==> src/rtl/pll_lock_detect.sv <==
// Lock detector on the PLL output clock: counts CLK cycles per REF period, qualifies windows, and drives LOCK.
// Latency: a REF rise acts SYNC_STAGES+1 CLK edges after it happens; LOCK/LOCK_LOST are registered one edge after the deciding ref_rise.
// Backpressure: none; free-running status block with no handshake.
//
// Ports:
//   CLK        PLL output clock; all logic runs on its posedge
//   RST_N      synchronous active-low reset
//   REF        reference clock, asynchronous to CLK
//   LOCK       registered lock status
//   PERIOD     CLK cycles counted over the last complete REF period
//   LOCK_LOST  1-cycle pulse when LOCKED is left (sticky level with PLL_LD_STICKY_EN)
//   CLR_LOST   clears the sticky lost flag; ignored unless PLL_LD_STICKY_EN is defined
//
// Build option: define PLL_LD_STICKY_EN to turn LOCK_LOST into a sticky flag cleared by CLR_LOST.
module pll_lock_detect #(
    parameter int MULT        = 8,
    parameter int TOL         = 1,
    parameter int LOCK_CNT    = 4,
    parameter int UNLOCK_CNT  = 2,
    parameter int CW          = 8,
    parameter int SYNC_STAGES = 2
) (
    input  logic          CLK,
    input  logic          RST_N,
    input  logic          REF,
    output logic          LOCK,
    output logic [CW-1:0] PERIOD,
    output logic          LOCK_LOST,
    input  logic          CLR_LOST
);

    localparam logic [CW-1:0] CNT_SAT = '1;
    localparam logic [CW-1:0] CNT_ONE = CW'(1);
    localparam logic [CW:0]   MULT_X  = (CW+1)'(MULT);
    localparam logic [CW:0]   TOL_X   = (CW+1)'(TOL);

    // Good/bad run counters only ever hold 0..N-1; reaching N is the transition itself.
    localparam int GW = (LOCK_CNT   > 1) ? $clog2(LOCK_CNT)   : 1;
    localparam int BW = (UNLOCK_CNT > 1) ? $clog2(UNLOCK_CNT) : 1;
    localparam logic [GW-1:0] GOOD_LAST = GW'(LOCK_CNT - 1);
    localparam logic [BW-1:0] BAD_LAST  = BW'(UNLOCK_CNT - 1);

    typedef enum logic [1:0] {
        ST_IDLE,
        ST_ACQ,
        ST_LOCKED
    } state_t;

    // ------------------------------------------------------------------
    // REF synchronizer and rising-edge detect
    // ------------------------------------------------------------------
    logic [SYNC_STAGES-1:0] sync_q;
    logic                   sync_d_q;
    logic                   ref_rise;

    always_ff @(posedge CLK) begin
        if (!RST_N) begin
            sync_q   <= '0;
            sync_d_q <= 1'b0;
        end else begin
            sync_q   <= {sync_q[SYNC_STAGES-2:0], REF};
            sync_d_q <= sync_q[SYNC_STAGES-1];
        end
    end

    assign ref_rise = sync_q[SYNC_STAGES-1] & ~sync_d_q;

    // ------------------------------------------------------------------
    // Period counter. Saturation at all-ones doubles as the REF-stopped
    // marker, so the counter simply parks there while REF is absent.
    // ------------------------------------------------------------------
    logic [CW-1:0] cnt_q;
    logic [CW-1:0] period_q;

    always_ff @(posedge CLK) begin
        if (!RST_N) begin
            cnt_q    <= '0;
            period_q <= '0;
        end else if (ref_rise) begin
            period_q <= cnt_q;
            cnt_q    <= CNT_ONE;
        end else if (cnt_q != CNT_SAT) begin
            cnt_q    <= cnt_q + CNT_ONE;
        end
    end

    // Deviation from MULT in CW+1 bits so a small count never wraps to a
    // large unsigned value.
    logic [CW:0] cnt_x;
    logic [CW:0] dev;
    logic        window_good;
    logic        timeout;

    assign cnt_x = {1'b0, cnt_q};

    always_comb begin
        dev = '0;
        if (cnt_x >= MULT_X) begin
            dev = cnt_x - MULT_X;
        end else begin
            dev = MULT_X - cnt_x;
        end
    end

    // A saturated count is never a good window, even if ref_rise arrives
    // in the very cycle the counter hits all-ones.
    assign window_good = (cnt_q != CNT_SAT) && (dev <= TOL_X);
    assign timeout     = (cnt_q == CNT_SAT) && !ref_rise;

    // ------------------------------------------------------------------
    // Lock FSM
    // ------------------------------------------------------------------
    state_t        state_q, state_d;
    logic [GW-1:0] good_q, good_d;
    logic [BW-1:0] bad_q, bad_d;
    logic          lock_q, lock_d;
    logic          lost_q, lost_d;

    always_ff @(posedge CLK) begin
        if (!RST_N) begin
            state_q <= ST_IDLE;
            good_q  <= '0;
            bad_q   <= '0;
            lock_q  <= 1'b0;
            lost_q  <= 1'b0;
        end else begin
            state_q <= state_d;
            good_q  <= good_d;
            bad_q   <= bad_d;
            lock_q  <= lock_d;
            lost_q  <= lost_d;
        end
    end

    always_comb begin
        state_d = state_q;
        good_d  = good_q;
        bad_d   = bad_q;
        lock_d  = lock_q;
        lost_d  = 1'b0;

        case (state_q)
            ST_IDLE: begin
                // First rise after reset/timeout only opens a window; the
                // count it closes is partial and is not judged.
                if (ref_rise) begin
                    state_d = ST_ACQ;
                    good_d  = '0;
                    bad_d   = '0;
                end
            end

            ST_ACQ: begin
                if (ref_rise) begin
                    if (window_good) begin
                        if (good_q == GOOD_LAST) begin
                            state_d = ST_LOCKED;
                            lock_d  = 1'b1;
                            good_d  = '0;
                            bad_d   = '0;
                        end else begin
                            good_d = good_q + GW'(1);
                        end
                    end else begin
                        good_d = '0;
                    end
                end else if (timeout) begin
                    state_d = ST_IDLE;
                    lock_d  = 1'b0;
                    good_d  = '0;
                    bad_d   = '0;
                end
            end

            ST_LOCKED: begin
                if (ref_rise) begin
                    if (window_good) begin
                        bad_d = '0;
                    end else if (bad_q == BAD_LAST) begin
                        state_d = ST_ACQ;
                        lock_d  = 1'b0;
                        lost_d  = 1'b1;
                        good_d  = '0;
                        bad_d   = '0;
                    end else begin
                        bad_d = bad_q + BW'(1);
                    end
                end else if (timeout) begin
                    state_d = ST_IDLE;
                    lock_d  = 1'b0;
                    lost_d  = 1'b1;
                    good_d  = '0;
                    bad_d   = '0;
                end
            end

            default: begin
                state_d = ST_IDLE;
                lock_d  = 1'b0;
                good_d  = '0;
                bad_d   = '0;
            end
        endcase
    end

    assign LOCK   = lock_q;
    assign PERIOD = period_q;

`ifdef PLL_LD_STICKY_EN
    // Sticky flag: a new loss event outranks a clear in the same cycle so
    // an event is never silently dropped.
    logic lost_sticky;
    logic unused_lost_q;

    always_ff @(posedge CLK) begin
        if (!RST_N) begin
            lost_sticky <= 1'b0;
        end else if (lost_d) begin
            lost_sticky <= 1'b1;
        end else if (CLR_LOST) begin
            lost_sticky <= 1'b0;
        end
    end

    assign unused_lost_q = lost_q;
    assign LOCK_LOST     = lost_sticky;
`else
    logic unused_clr_lost;

    assign unused_clr_lost = CLR_LOST;
    assign LOCK_LOST       = lost_q;
`endif

endmodule

==> config.mk <==
export PLATFORM = sky130hd
export DESIGN_NAME = pll_lock_detect
export DESIGN_NICKNAME = d
export VERILOG_FILES = /design/src/rtl/pll_lock_detect.sv
export SDC_FILE = /design/constraint.sdc
export NUM_CORES = 1
export LEC_CHECK = 0
export BUFFER_PORTS_ARGS = -buffer_cell sky130_fd_sc_hd__buf_4
export CORE_UTILIZATION = 52
export CTS_BUF_LIST = sky130_fd_sc_hd__clkbuf_16
export DETAILED_ROUTE_END_ITERATION = 10
export PLACE_DENSITY = 0.85
export SYNTH_ARGS = -nofsm -noshare
export SYNTH_HDL_FRONTEND = slang
export SYNTH_SLANG_ARGS = --single-unit
==> constraint.sdc <==
create_clock -name CLK -period 2.3 [get_ports CLK]
set_input_delay 0.115 -clock CLK [delete_from_list [all_inputs] [get_ports CLK]]
set_output_delay 0.115 -clock CLK [all_outputs]
set_load 0.005 [all_outputs]
# --- Word-level counts from Yosys, hierarchy flattened ---
# Cells that the tools add are included.
totals:
  register_bits: 26
  output_inout_bits: 10
  input_bits: 4
  elab_cells: 84
op_classes:
  n_eq_ne: 10
  reduce_logical: 11
  magnitude_cmp: 2
  mux: 42
  bitwise_logic: 4
  add_sub_neg: 5
op_table:
  columns: ["op", "count"]
  rows:
  - ["$mux W2", 16]
  - ["$mux W1", 21]
  - ["$ne A3 B3 Y1 const B", 4]
  - ["$pmux W2 S3", 2]
  - ["$reduce_and A5 Y1", 2]
  - ["$le A9 B1 Y1 const B", 1]
  - ["$mux W9", 1]
  - ["$sub A4 B8 Y9 const A", 1]
  - ["$sub A8 B4 Y9 const B", 1]
  - ["$add A8 B1 Y8 const B", 1]
  - ["$eq A8 B8 Y1 const B", 1]
  - ["$ge A8 B4 Y1 const B", 1]
  - ["$ne A8 B8 Y1 const B", 1]
  - ["$pmux W1 S3", 2]
  - ["$reduce_and A3 Y1", 2]
  - ["$eq A2 B2 Y1 const B", 2]
  - ["$not A1 Y1", 3]
  - ["$add A2 B1 Y2 const B", 1]
  - ["$eq A2 B1 Y1 const B", 1]
  - ["$logic_and A1 B1 Y1", 2]
  - ["$logic_not A2 Y1", 1]
  - ["$ne A2 B2 Y1 const B", 1]
  - ["$reduce_and A2 Y1", 1]
  - ["$reduce_bool A2 Y1", 1]
  - ["4 further kinds", 4]

# --- Depth between registers and ports, before layout ---
# Gate-level depths: netlist of the first run.
depth:
  ltp_word: 7
  depth_mapped: 9
  depth_no_buf: 8

# --- Worst setup path before layout of the first run ---
# No wires, ideal clock.
synth_timing:
  path_type: "reg-to-reg"
  from: "register cnt_q[3]"
  to: "register lock_q, in the netlist LOCK"
  setup_ps: 86
  slack_ps: -88
  n_path_buf: 1
  t_arrival_ps: 2302
  stages_incl_launch_ff: 10
  period_less_slack_ps: 2388
  required_time_ps: 2214
  cell_sequence: "dfxtp_1 -> buf_2 -> inv_1 -> ha_1 -> or4b_4 -> o21ai_1 -> o41ai_2 -> and3_1 -> or4_1 -> a211oi_1"
synth_between:
  elab_chain_cells: 6
  word_cells_on_any_way: 16
  cone_classes: "add/sub: 2; order compare: 2; eq/ne: 4; mux: 5; reduce/logical: 3"
synth_lines:
  columns: ["element", "line_no", "text"]
  rows:
  - ["start, declared", "72", "logic [CW-1:0] cnt_q;"]
  - ["start signal, assigned", "83", "cnt_q <= cnt_q + CNT_ONE;"]
  - ["$sub A4 B8 Y9 (tied with other cells)", "101", "dev = MULT_X - cnt_x;"]
  - ["$mux W9", "98", "if (cnt_x >= MULT_X) begin"]
  - ["$le A9 B1 Y1", "107", "assign window_good = (cnt_q != CNT_SAT) && (dev <= TOL_X);"]
  - ["$logic_and A1 B1 Y1", "107", null]
  - ["$ne A3 B3 Y1 (no line)", null, null]
  - ["$reduce_and A5 Y1 (no line)", null, null]
  - ["end signal, assigned", "130", "lock_q <= lock_d;"]
  - ["end, declared", "116", "logic lock_q, lock_d;"]
# Parallel ways exist; a longest one is shown, timed or not.
# A chain may end at the register's enable or synchronous reset.

# --- Worst setup path after layout of the first run ---
layout_timing:
  from: "register cnt_q[4]"
  to: "register lock_q, in the netlist LOCK"
# The elaborated chain is that of the path after synthesis.

==> key figures, run 1 <==
Status
  • Status: complete, but fails checks
  • Failing checks: negative setup slack

Hold path
  • Type of the worst min-delay path: input port to flip-flop

Placed design
  • Cells after DPL: 229
  • Port Buf Inserts: 12
  • Pre-CTS setup slack: ~0.013 ns
  • GP Congestion: 0.9018
  • Dpl cell area: 1667 sq um
  • HPWL after DPL: 2.529 mm

Power and ir drop
  • Switching fraction of total power: 0.2645
  • Peak supply drop: slightly above 0.8 mV
  • Leak: 0.0007617 uW
  • Clk network pwr share: 0.405
  • Cell Pwr Density: 656.1 nW/um^2
  • P_sw: 332.9 uW
  • Comb pwr share: 0.215
  • Internal Pwr Total: 925.6 uW
  • Reg power frac: 0.380

Timing
  • Worst-case clock skew: slightly below 0.002 ns
  • Tcrit/Tclk final: 1.027
  • Final-report setup violation count: 2
  • Worst setup margin: -0.06194 ns
  • Slew HR: 0.6297
  • Fmax achieved: 0.4234 GHz
  • Count of final hold-check violations: 0
  • Max-slew violations: 0
  • Unrepaired setup endpoints after global routing: true
  • Final min period: 2.362 ns
  • Slew @ Worst Pin: about 0.55 ns

Synth
  • Synth area leaders: dfxtp_1 36%, ha_1 8.5%, nand2_1 7.4%, a21oi_1 6.1%, inv_1 3.1%
  • Synth Instances: 186
  • Post-synth EDFFs: 0
  • Leading cell types by count after synthesis: 29 x nand2_1, 26 x dfxtp_1, 18 x a21oi_1
  • Commonest register cell after synthesis: dfxtp_1
  • Yosys top cell area share: 0.3553
  • Netlist cell types: 37
  • Biggest area consumer among synthesized cells: dfxtp_1
  • Mapped Area: 1465 sq um
  • #FFs+latches synth: 26
  • Count leader, synth: nand2_1
  • Async SR Flop Fraction: 0
  • Syn avg cell area: 7.877 sq um
  • Seq/Total Area, Yosys: 0.3553
  • Warnings, synthesis: 0
  • Syn_nets: 200

Drt
  • Via Count: 1486
  • Residual DRC count: 0
  • Iter 0 DRT Violations: 66
  • Vias/cell: 6.218
  • 1st-pass router iterations: 4
  • Final WL: 4.181 mm
  • WL per Instance: roughly 17 microns
  • Post-DRT Antenna Nets: 0

CTS
  • Clock H-tree levels: 1
  • Clock slew at reported path FFs: 0.07 ns
  • CTS Buffer Depth: 2
  • Post-CTS Hold Buffers: 0
  • Clock Latency Late Sink: 0.26 ns
  • Root Buffer: clkbuf_16
  • Num Clock Sinks: 26
  • TritonCTS Buffers: 3
  • CTS tree: built

Final layout
  • Ant diodes: 0
  • Non-filler instance count after layout: roughly 240
  • Layout cells sized above 1: 0.2679
  • Area Growth Syn to Fin: 30.91%
  • Final Instance Area: 1918 sq um
  • Final core utilization: 0.7471
  • Final nets: 224

Die
  • Io pins: 14
  • Chip width: 55.08 microns
  • Core ar.: 2567 sq um
  • Die H: 55.08 microns
  • Rows: 18
  • Initial core utilization: 0.5707
  • Die area: 3034 sq um

Global route
  • Grt peak-use layer: met2
  • Met3 GRT Util: 0.06557
  • Initial antenna violation count: 0
  • Vias in the first global route: 1305
  • First-pass GRT wire length: slightly below 6 mm
  • Met1 GRT Util: 0.3130
  • Largest net degree at the start of global routing: 16
  • GRT Util Overall: 0.2803
  • Total gr overflow: 0
  • Met2 Resource Use GR: 0.4819

Critical path
  • Worst Path Arrival: around 2.6 ns
  • Worst-path maximum fanout: 5
  • CP endpoint kind: flip-flop
  • Critical setup path kind: flip-flop to flip-flop
  • Worst Path Required: 2.49 ns
  • Critical path startpoint category: flip-flop

Run
  • Max_cap viols: 0
-- power groups by stage --
stage,clock (uW),sequential (uW),combinational [uW]
floorplan,0,485,146
detailed placement,0,487,196
finish,509,478,271
global placement,0,486,190
global route,531,480,284
CTS,512,477,210
-- final cells by class --
class | instances | area, sq um
clock buffers | 3 | 75.07
inverters | 12 | 50.05
multi-input cells | 136 | 969.7
flip-flops and latches | 26 | 523.0
repair buffers | 31 | 232.7
well taps | 30 | 37.54
clock inverters | 1 | 30.03
fillers | 182 | 649.4
-- cell usage in the layout (no fill, tap or decap), types with 2 or more instances in the layout --
cell and count:
o2bb2ai_1 2, a21oi_1 18, o211ai_1 3, o21ai_0 7, ha_1 9, inv_1 10, a211oi_2 2, nor3b_1 3
inv_4 2, nand3_1 6, buf_4 31, mux2i_1 2, nor4_2 2, dfxtp_2 2, or4_4 2, nand2_1 29
a31oi_1 2, dfxtp_1 24, nor2_1 11, nor4bb_1 3, and3_1 4, clkbuf_16 3, nor2b_1 2, and2_1 4
nor3_1 3, nand2b_1 2
-- worst max-delay path, cell delays in order, from the launching register on --
cell and delay, ns:
dfxtp_2 0.34, inv_4 0.06, ha_4 0.14, or4b_4 0.51
o41ai_4 0.44, a21oi_1 0.14, or4_4 0.43, a211oi_2 0.23
-- metal layers --
layer  share of wire  wire [microns]
met2            0.51            2128
met1            0.40            1662
met4           0.047             197
met3           0.046             192
met5               0               0
-- kinds of logic after synthesis --
kind of cell / count (synthesis) / share of synthesized area
DFF: 26 / 0.3553
adders and majority gates: 10 / 0.08540
buffers and inverters: 24 / 0.06917
and+or+nand+nor: 79 / 0.2767
muxes: 2 / 0.01366
xor gates and xnor gates: 1 / 0.005979
AOI/OAI and AO/OA: 44 / 0.1939
-- final timing paths --
check | startpoint | to | slack [ns] | cells after the start
hold reg to reg | PERIOD[0] | PERIOD[0] | 0.46 | 2
hold / removal | REF | sync_q[0] | 0.06 | 2
setup reg to reg | cnt_q[4] | LOCK | -0.06 | 7
setup / recovery | cnt_q[4] | LOCK | -0.06 | 7
-- state kept, by name (all words and copies together), names as in the netlist --
signal / count
PERIOD: 8
bad_q: 1
cnt_q: 8
state_q: 2
sync_d_q: 1
good_q: 2
LOCK: 1
LOCK_LOST: 1
sync_q: 2
-- what timing repair did --
action	in CTS	in global routing
gates resized for setup	2	19
buffers inserted	0	6
pin swaps	0	12
endpoints found under the setup margin	1	5
-- stage by stage --
step | hold WS (ns) | power (uW) | TNS [ns]
after CTS | 0.05758 | 1199 | -0.01054
after global routing | 0.05483 | 1295 | -0.3078
after detailed placement | 0.3285 | 683.4 | 0
after floorplan | 0.2423 | 631.5 | 0
after global placement | 0.3286 | 675.9 | 0
final | 0.05551 | 1258 | -0.09878
(Power assumes the default switching activity.)
==> run 2, diff against run 1 <==
--- a/config.mk
+++ b/config.mk
@@ -9,7 +9,7 @@
 export CORE_UTILIZATION = 52
 export CTS_BUF_LIST = sky130_fd_sc_hd__clkbuf_16
 export DETAILED_ROUTE_END_ITERATION = 10
-export PLACE_DENSITY = 0.85
+export PLACE_DENSITY = 0.79
 export SYNTH_ARGS = -nofsm -noshare
 export SYNTH_HDL_FRONTEND = slang
 export SYNTH_SLANG_ARGS = --single-unit
==> run 2 against run 1 <==
Net effect:
- the run still ends with negative setup slack left
- hold slack improved by 0.0056 ns
- sequential power barely moved
- clock skew rose by 0.0049 ns
- total power fell by 14%
- core utilization fell by 5.6 points
- combinational power fell by 21%
- worst setup slack improved by 0.059 ns
- sequential cell count did not move
- non-clock buffer count fell by 5
- critical endpoint unchanged
==> key figures, run 2 (synthesized netlist as in run 1, its figures left out) <==
Status
  • Status: complete, but fails checks (unchanged)
  • Failing checks: negative setup slack (unchanged)

Power and ir drop
  • Leak: 0.0007126 uW (was 0.0007617 uW)
  • Peak supply drop: 0.6935 mV (was 0.8134 mV)
  • Total design power: 1080 uW (was 1258 uW)
  • Cell Pwr Density: 608.3 nW/um^2 (was 656.1 nW/um^2)

Drt
  • Via Count: 1444 (was 1486)
  • Residual DRC count: 0 (unchanged)
  • Post-DRT Antenna Nets: 0 (unchanged)
  • Iter 0 DRT Violations: 85 (was 66)
  • Met1 wire length: 1.557 mm (was 1.662 mm)
  • Final WL: 3.536 mm (was 4.181 mm)
  • Met3 wire length: 211 microns (was 192 microns)
  • Top layer in use: met4 (unchanged)
  • WL per Instance: 15.11 microns (was 17.49 microns)
  • 1st-pass router iterations: 4 (unchanged)
  • Vias/cell: 6.171 (was 6.218)
  • Met2 wire len: 1.693 mm (was 2.128 mm)

Timing
  • Slew HR: 0.6926 (was 0.6297)
  • Fmax achieved: 0.4342 GHz (was 0.4234 GHz)
  • Unrepaired setup endpoints after global routing: true (unchanged)
  • Worst-case clock skew: 0.006906 ns (was 0.001987 ns)
  • Worst hold slack: 0.06109 ns (was 0.05551 ns)
  • Worst setup margin: -0.002840 ns (was -0.06194 ns)
  • Final-report setup violation count: 1 (was 2)
  • Setup TNS: -0.002840 ns (was -0.09878 ns)
  • Final min period: 2.303 ns (was 2.362 ns)
  • Count of final hold-check violations: 0 (unchanged)
  • Tcrit/Tclk final: 1.001 (was 1.027)
  • Max-slew violations: 0 (unchanged)
  • Slew @ Worst Pin: 0.4602 ns (was 0.5480 ns)

CTS
  • Root Buffer: clkbuf_16 (unchanged)
  • TritonCTS Buffers: 3 (unchanged)
  • Clock H-tree levels: 1 (unchanged)
  • Post-CTS Hold Buffers: 0 (unchanged)
  • CTS Buffer Depth: 2 (unchanged)
  • CTS tree: built (unchanged)
  • Clock slew at reported path FFs: 0.07 ns (about the same)
  • Clock Latency Late Sink: 0.26 ns (about the same)
  • Num Clock Sinks: 26 (unchanged)

Global route
  • Total gr overflow: 0 (unchanged)
  • Largest net degree at the start of global routing: 15 (was 16)
  • GRT Util Overall: 0.2544 (was 0.2803)
  • Vias in the first global route: 1321 (was 1305)
  • Initial antenna violation count: 0 (unchanged)
  • First-pass GRT wire length: 5.540 mm (was 5.892 mm)

Critical path
  • FF-to-FF Start: cnt_q[4] (unchanged)
  • Worst Path Arrival: 2.44 ns (was 2.55 ns)
  • Critical setup path kind: flip-flop to flip-flop (unchanged)
  • Worst-path maximum fanout: 7 (was 5)
  • Critical path startpoint category: flip-flop (unchanged)
  • R2r setup slk: -0.003 ns (was -0.06 ns)
  • Cells on worst reg2reg path: 7 (unchanged)
  • CP endpoint kind: flip-flop (unchanged)
  • Crit Reg-Reg Endpoint: LOCK (unchanged)
  • Worst Path Required: 2.43 ns (was 2.49 ns)

Die
  • Initial core utilization: 0.5707 (unchanged)
  • Rows: 18 (unchanged)
  • Die H: 55.08 microns (unchanged)
  • Io pins: 14 (unchanged)
  • Core ar.: 2567 sq um (unchanged)
  • Die area: 3034 sq um (unchanged)
  • Chip width: 55.08 microns (unchanged)

Final layout
  • Most frequent cells in the layout: 29 x nand2_1, 26 x buf_4, 23 x dfxtp_1 (was 31 x buf_4, 29 x nand2_1, 24 x dfxtp_1)
  • Final nets: 219 (was 224)
  • Most common cell after layout, fill and taps aside: nand2_1 (was buf_4)
  • Non-filler instance count after layout: 234 (was 239)
  • Area Growth Syn to Fin: 21.18% (was 30.91%)
  • Ant diodes: 0 (unchanged)
  • Layout cells sized above 1: 0.2157 (was 0.2679)

Hold path
  • Worst Min Path Start: REF (unchanged)
  • Hold EP: sync_q[0] (unchanged)
  • Type of the worst min-delay path: input port to flip-flop (unchanged)
  • Worst hold stages: 2 (unchanged)

Placed design
  • Cells after DPL: 228 (was 229)
  • HPWL after DPL: 2.472 mm (was 2.529 mm)
  • Port Buf Inserts: 12 (unchanged)
  • GP Congestion: 0.8840 (was 0.9018)

Run
  • Max_cap viols: 0 (unchanged)
-- run 2: layout make-up --
class                           count  area, sq um
Fill cell                         222        792.0
Inverter                           12        50.05
Multi-Input combinational cell    136        889.6
Timing Repair Buffer               26        195.2
Sequential cell                    26        524.3
Clock buffer                        3        75.07
Tap cell                           30        37.54
Clock inverter                      1        3.754
-- run 2: worst max-delay path by stage --
stage | startpoint | endpoint | slack, ns | cells after the start
2_1_floorplan | cnt_q[4] | LOCK | 0.06 | 9
3_3_place_gp | cnt_q[4] | LOCK | 0.07 | 7
3_5_place_dp | cnt_q[4] | LOCK | 0.04 | 7
4_1_cts | cnt_q[3] | LOCK | 0.02 | 7
5_1_grt | cnt_q[4] | LOCK | -0.08 | 7
6_report | cnt_q[4] | LOCK | -0.003 | 7
-- run 2: layer usage --
metal | track usage | vias to the layer above
li1 | - | 688
met1 | 0.3128 | 686
met2 | 0.4458 | 60
met3 | 0.04372 | 10
met4 | 0.08333 | 0
met5 | 0 | -
-- run 2: what timing repair did --
action / 4_1_cts / 5_1_grt
gates resized for setup: 0 / 8
setup buffers: 0 / 2
setup endpoints to repair: 0 / 5
-- run 2: worst max-delay path: stages, from the launching register on --
cell,delay [ns]
dfxtp_2,0.33
inv_4,0.06
ha_4,0.14
or4b_4,0.49
o41ai_4,0.39
a211oi_1,0.20
a2111oi_1,0.49
a211oi_2,0.08
-- run 2: power breakdown --
| group | internal (uW) | switching (uW) |
|---|---|---|
| logic | 88.9 | 125 |
| clock network | 233 | 154 |
| registers | 465 | 14.8 |
| total | 786 | 294 |
-- run 2: through the flow --
stage	utilization	setup WS, ns	cell area, sq um
2_1_floorplan	-	0.05962	1510
3_3_place_gp	0.6462	0.06857	1659
3_5_place_dp	0.6462	0.03547	1659
4_1_cts	0.6769	0.02039	1738
5_1_grt	0.6915	-0.08301	1775
6_report	0.6915	-0.002840	1775
==> run 3, diff against run 2 <==
--- a/config.mk
+++ b/config.mk
@@ -6,9 +6,11 @@
 export NUM_CORES = 1
 export LEC_CHECK = 0
 export BUFFER_PORTS_ARGS = -buffer_cell sky130_fd_sc_hd__buf_4
+export CORE_MARGIN = 10
 export CORE_UTILIZATION = 52
 export CTS_BUF_LIST = sky130_fd_sc_hd__clkbuf_16
 export DETAILED_ROUTE_END_ITERATION = 10
+export GPL_ROUTABILITY_DRIVEN = 1
 export PLACE_DENSITY = 0.79
 export SYNTH_ARGS = -nofsm -noshare
 export SYNTH_HDL_FRONTEND = slang
==> run 3 against run 2 <==
Net effect:
- the flow still finishes with violations (negative setup slack)
- die area rose by 76%
- design area rose by 1.6%
- sequential power barely moved
- clock power barely moved
- register-to-register slack got worse by 0.03 ns
- via count fell by 2.7%
- first-iteration DRC count fell by 22%
- largest cell class unchanged
- highest routed layer unchanged
==> key figures, run 3 (synthesized netlist as in run 1, its figures left out) <==
Status
  • Status: complete, but fails checks (unchanged)
  • Failing checks: negative setup slack (unchanged)

Power and ir drop
  • Internal Pwr Total: 790.1 uW (was 786.2 uW)
  • Peak supply drop: 0.5421 mV (was 0.6935 mV)
  • Comb pwr share: 0.205 (was 0.198)
  • Total design power: 1086 uW (was 1080 uW)
  • Switching fraction of total power: 0.2725 (was 0.2720)
  • Clk network pwr share: 0.355 (was 0.358)
  • Reg power frac: 0.441 (was 0.444)
  • P_sw: 295.9 uW (was 293.8 uW)
  • Cell Pwr Density: 601.9 nW/um^2 (was 608.3 nW/um^2)
  • Leak: 0.0007255 uW (was 0.0007126 uW)

Hold path
  • Hold EP: sync_q[0] (unchanged)
  • Worst hold stages: 2 (unchanged)
  • Type of the worst min-delay path: input port to flip-flop (unchanged)
  • Worst Min Path Start: REF (unchanged)

Final layout
  • Most frequent cells in the layout: 29 x nand2_1, 29 x buf_4, 23 x dfxtp_1 (was 29 x nand2_1, 26 x buf_4, 23 x dfxtp_1)
  • Final nets: 222 (was 219)
  • Non-filler instance count after layout: 238 (was 234)
  • Final core utilization: 0.6600 (was 0.6915)
  • Layout cells sized above 1: 0.2222 (was 0.2157)
  • Ant diodes: 0 (unchanged)
  • Layout fillers: 221 (was 222)
  • Area Growth Syn to Fin: 23.14% (was 21.18%)

Drt
  • Vias/cell: 5.903 (was 6.171)
  • 1st-pass router iterations: 4 (unchanged)
  • Post-DRT Antenna Nets: 0 (unchanged)
  • WL per Instance: 14.75 microns (was 15.11 microns)
  • Final WL: 3.510 mm (was 3.536 mm)
  • Via Count: 1405 (was 1444)
  • Residual DRC count: 0 (unchanged)
  • Iter 0 DRT Violations: 66 (was 85)

CTS
  • Clock H-tree levels: 1 (unchanged)
  • Root Buffer: clkbuf_16 (unchanged)
  • Clock slew at reported path FFs: 0.06 ns (was 0.07 ns)
  • Clock Latency Late Sink: 0.26 ns (about the same)
  • Post-CTS Hold Buffers: 0 (unchanged)
  • CTS tree: built (unchanged)
  • CTS Buffer Depth: 2 (unchanged)
  • Num Clock Sinks: 26 (unchanged)
  • TritonCTS Buffers: 3 (unchanged)

Global route
  • Grt peak-use layer: met2 (unchanged)
  • Met1 GRT Util: 0.1591 (was 0.3128)
  • Met2 Resource Use GR: 0.2273 (was 0.4458)
  • Largest net degree at the start of global routing: 15 (unchanged)
  • GRT Util Overall: 0.1344 (was 0.2544)
  • First-pass GRT wire length: 5.906 mm (was 5.540 mm)
  • Initial antenna violation count: 0 (unchanged)
  • Total gr overflow: 0 (unchanged)
  • Met3 GRT Util: 0.02993 (was 0.04372)
  • Vias in the first global route: 1303 (was 1321)

Die
  • Rows: 19 (was 18)
  • Io pins: 14 (unchanged)
  • Initial core utilization: 0.5359 (was 0.5707)
  • Chip width: 73.08 microns (was 55.08 microns)
  • Die H: 73.08 microns (was 55.08 microns)
  • Die area: 5341 sq um (was 3034 sq um)
  • Core ar.: 2734 sq um (was 2567 sq um)

Critical path
  • Cells on worst reg2reg path: 7 (unchanged)
  • Critical path startpoint category: flip-flop (unchanged)
  • Delay of the slowest cell on the worst path: 0.51 ns (was 0.49 ns)
  • Crit path buf inv count: 1 (unchanged)
  • Crit-path cells: inv_4 > ha_4 > or4b_4 > o41ai_4 > a211oi_1 > a2111oi_0 > a211oi_2 (was inv_4 > ha_4 > or4b_4 > o41ai_4 > a211oi_1 > a2111oi_1 > a211oi_2)
  • Critical path's slowest cell: a2111oi_0 (was or4b_4)
  • Critical setup path kind: flip-flop to flip-flop (unchanged)
  • Crit Reg-Reg Endpoint: LOCK (unchanged)
  • Worst-path maximum fanout: 7 (unchanged)
  • FF-to-FF Start: cnt_q[4] (unchanged)
  • R2r setup slk: -0.03 ns (was -0.003 ns)
  • Worst Path Arrival: 2.46 ns (was 2.44 ns)
  • Worst Path Required: 2.43 ns (about the same)
  • Worst setup path start: cnt_q[4] (unchanged)
  • CP endpoint kind: flip-flop (unchanged)
  • Family with the most delay on the worst path: compound AO/OA/AOI/OAI gates (unchanged)

Timing
  • Count of final hold-check violations: 0 (unchanged)
  • Worst setup margin: -0.03301 ns (was -0.002840 ns)
  • Unrepaired setup endpoints after global routing: true (unchanged)
  • Fmax achieved: 0.4286 GHz (was 0.4342 GHz)
  • Setup TNS: -0.03301 ns (was -0.002840 ns)
  • Max-slew violations: 0 (unchanged)
  • Slew @ Worst Pin: 0.5302 ns (was 0.4602 ns)
  • Final-report setup violation count: 1 (unchanged)
  • Final min period: 2.333 ns (was 2.303 ns)
  • Worst-case clock skew: 0.002399 ns (was 0.006906 ns)
  • Tcrit/Tclk final: 1.014 (was 1.001)
  • Slew HR: 0.6458 (was 0.6926)

Placed design
  • Cells after DPL: 229 (was 228)
  • HPWL after DPL: 2.496 mm (was 2.472 mm)
  • GP Congestion: 0.8758 (was 0.8840)
  • Port Buf Inserts: 12 (unchanged)

Run
  • Max_cap viols: 0 (unchanged)
-- run 3: worst max path at each step --
stage	to	slack, ns	depth (start not counted)
final	LOCK	-0.03	7
after global routing	LOCK	-0.14	8
after CTS	LOCK	0.01	7
after detailed placement	LOCK	0.02	7
after global placement	LOCK	0.07	7
after floorplan	LOCK	0.06	9
-- run 3: timing repair --
item	in CTS	in global routing
gates resized for setup	0	8
buffers inserted	0	5
setup endpoints to repair	0	6
hold endpoints to repair	0	0
-- run 3: worst register-to-register path, cell delays in order, from the launching register on --
cell	delay, ns
dfxtp_2	0.33
inv_4	0.06
ha_4	0.13
or4b_4	0.49
o41ai_4	0.41
a211oi_1	0.19
a2111oi_0	0.51
a211oi_2	0.08
-- run 3: metrics by stage --
step           hold slack [ns]  setup WS, ns  instance area, sq um
2_1_floorplan           0.2423       0.05962                  1510
3_3_place_gp            0.3262       0.06965                  1660
3_5_place_dp            0.3336       0.02227                  1660
4_1_cts                0.06603       0.01208                  1739
5_1_grt                0.07702       -0.1426                  1804
6_report               0.06117      -0.03301                  1804
-- run 3: layout make-up --
cell class                 count  area [sq um]  area share
clock inverter                 1         3.754    0.002080
tap                           31         38.79     0.02150
sequential                    26         524.3      0.2906
timing repair buffer          29         217.7      0.1207
inverter                      12         50.05     0.02774
clock buffer                   3         75.07     0.04161
multi-input combinational    136         894.6      0.4958
-- run 3: layer usage --
layer | wire length [microns] | vias to the layer above
met5 | 0 | -
met4 | 61 | 0
met3 | 178 | 11
met2 | 1683 | 44
met1 | 1587 | 656
li1 | - | 694
-- run 3: power by group through the flow --
stage,sequential [uW],clock (uW),combinational [uW]
finish,479,385,222
global route,481,406,242
CTS,478,387,194
detailed placement,488,0,192
global placement,486,0,186
floorplan,485,0,146
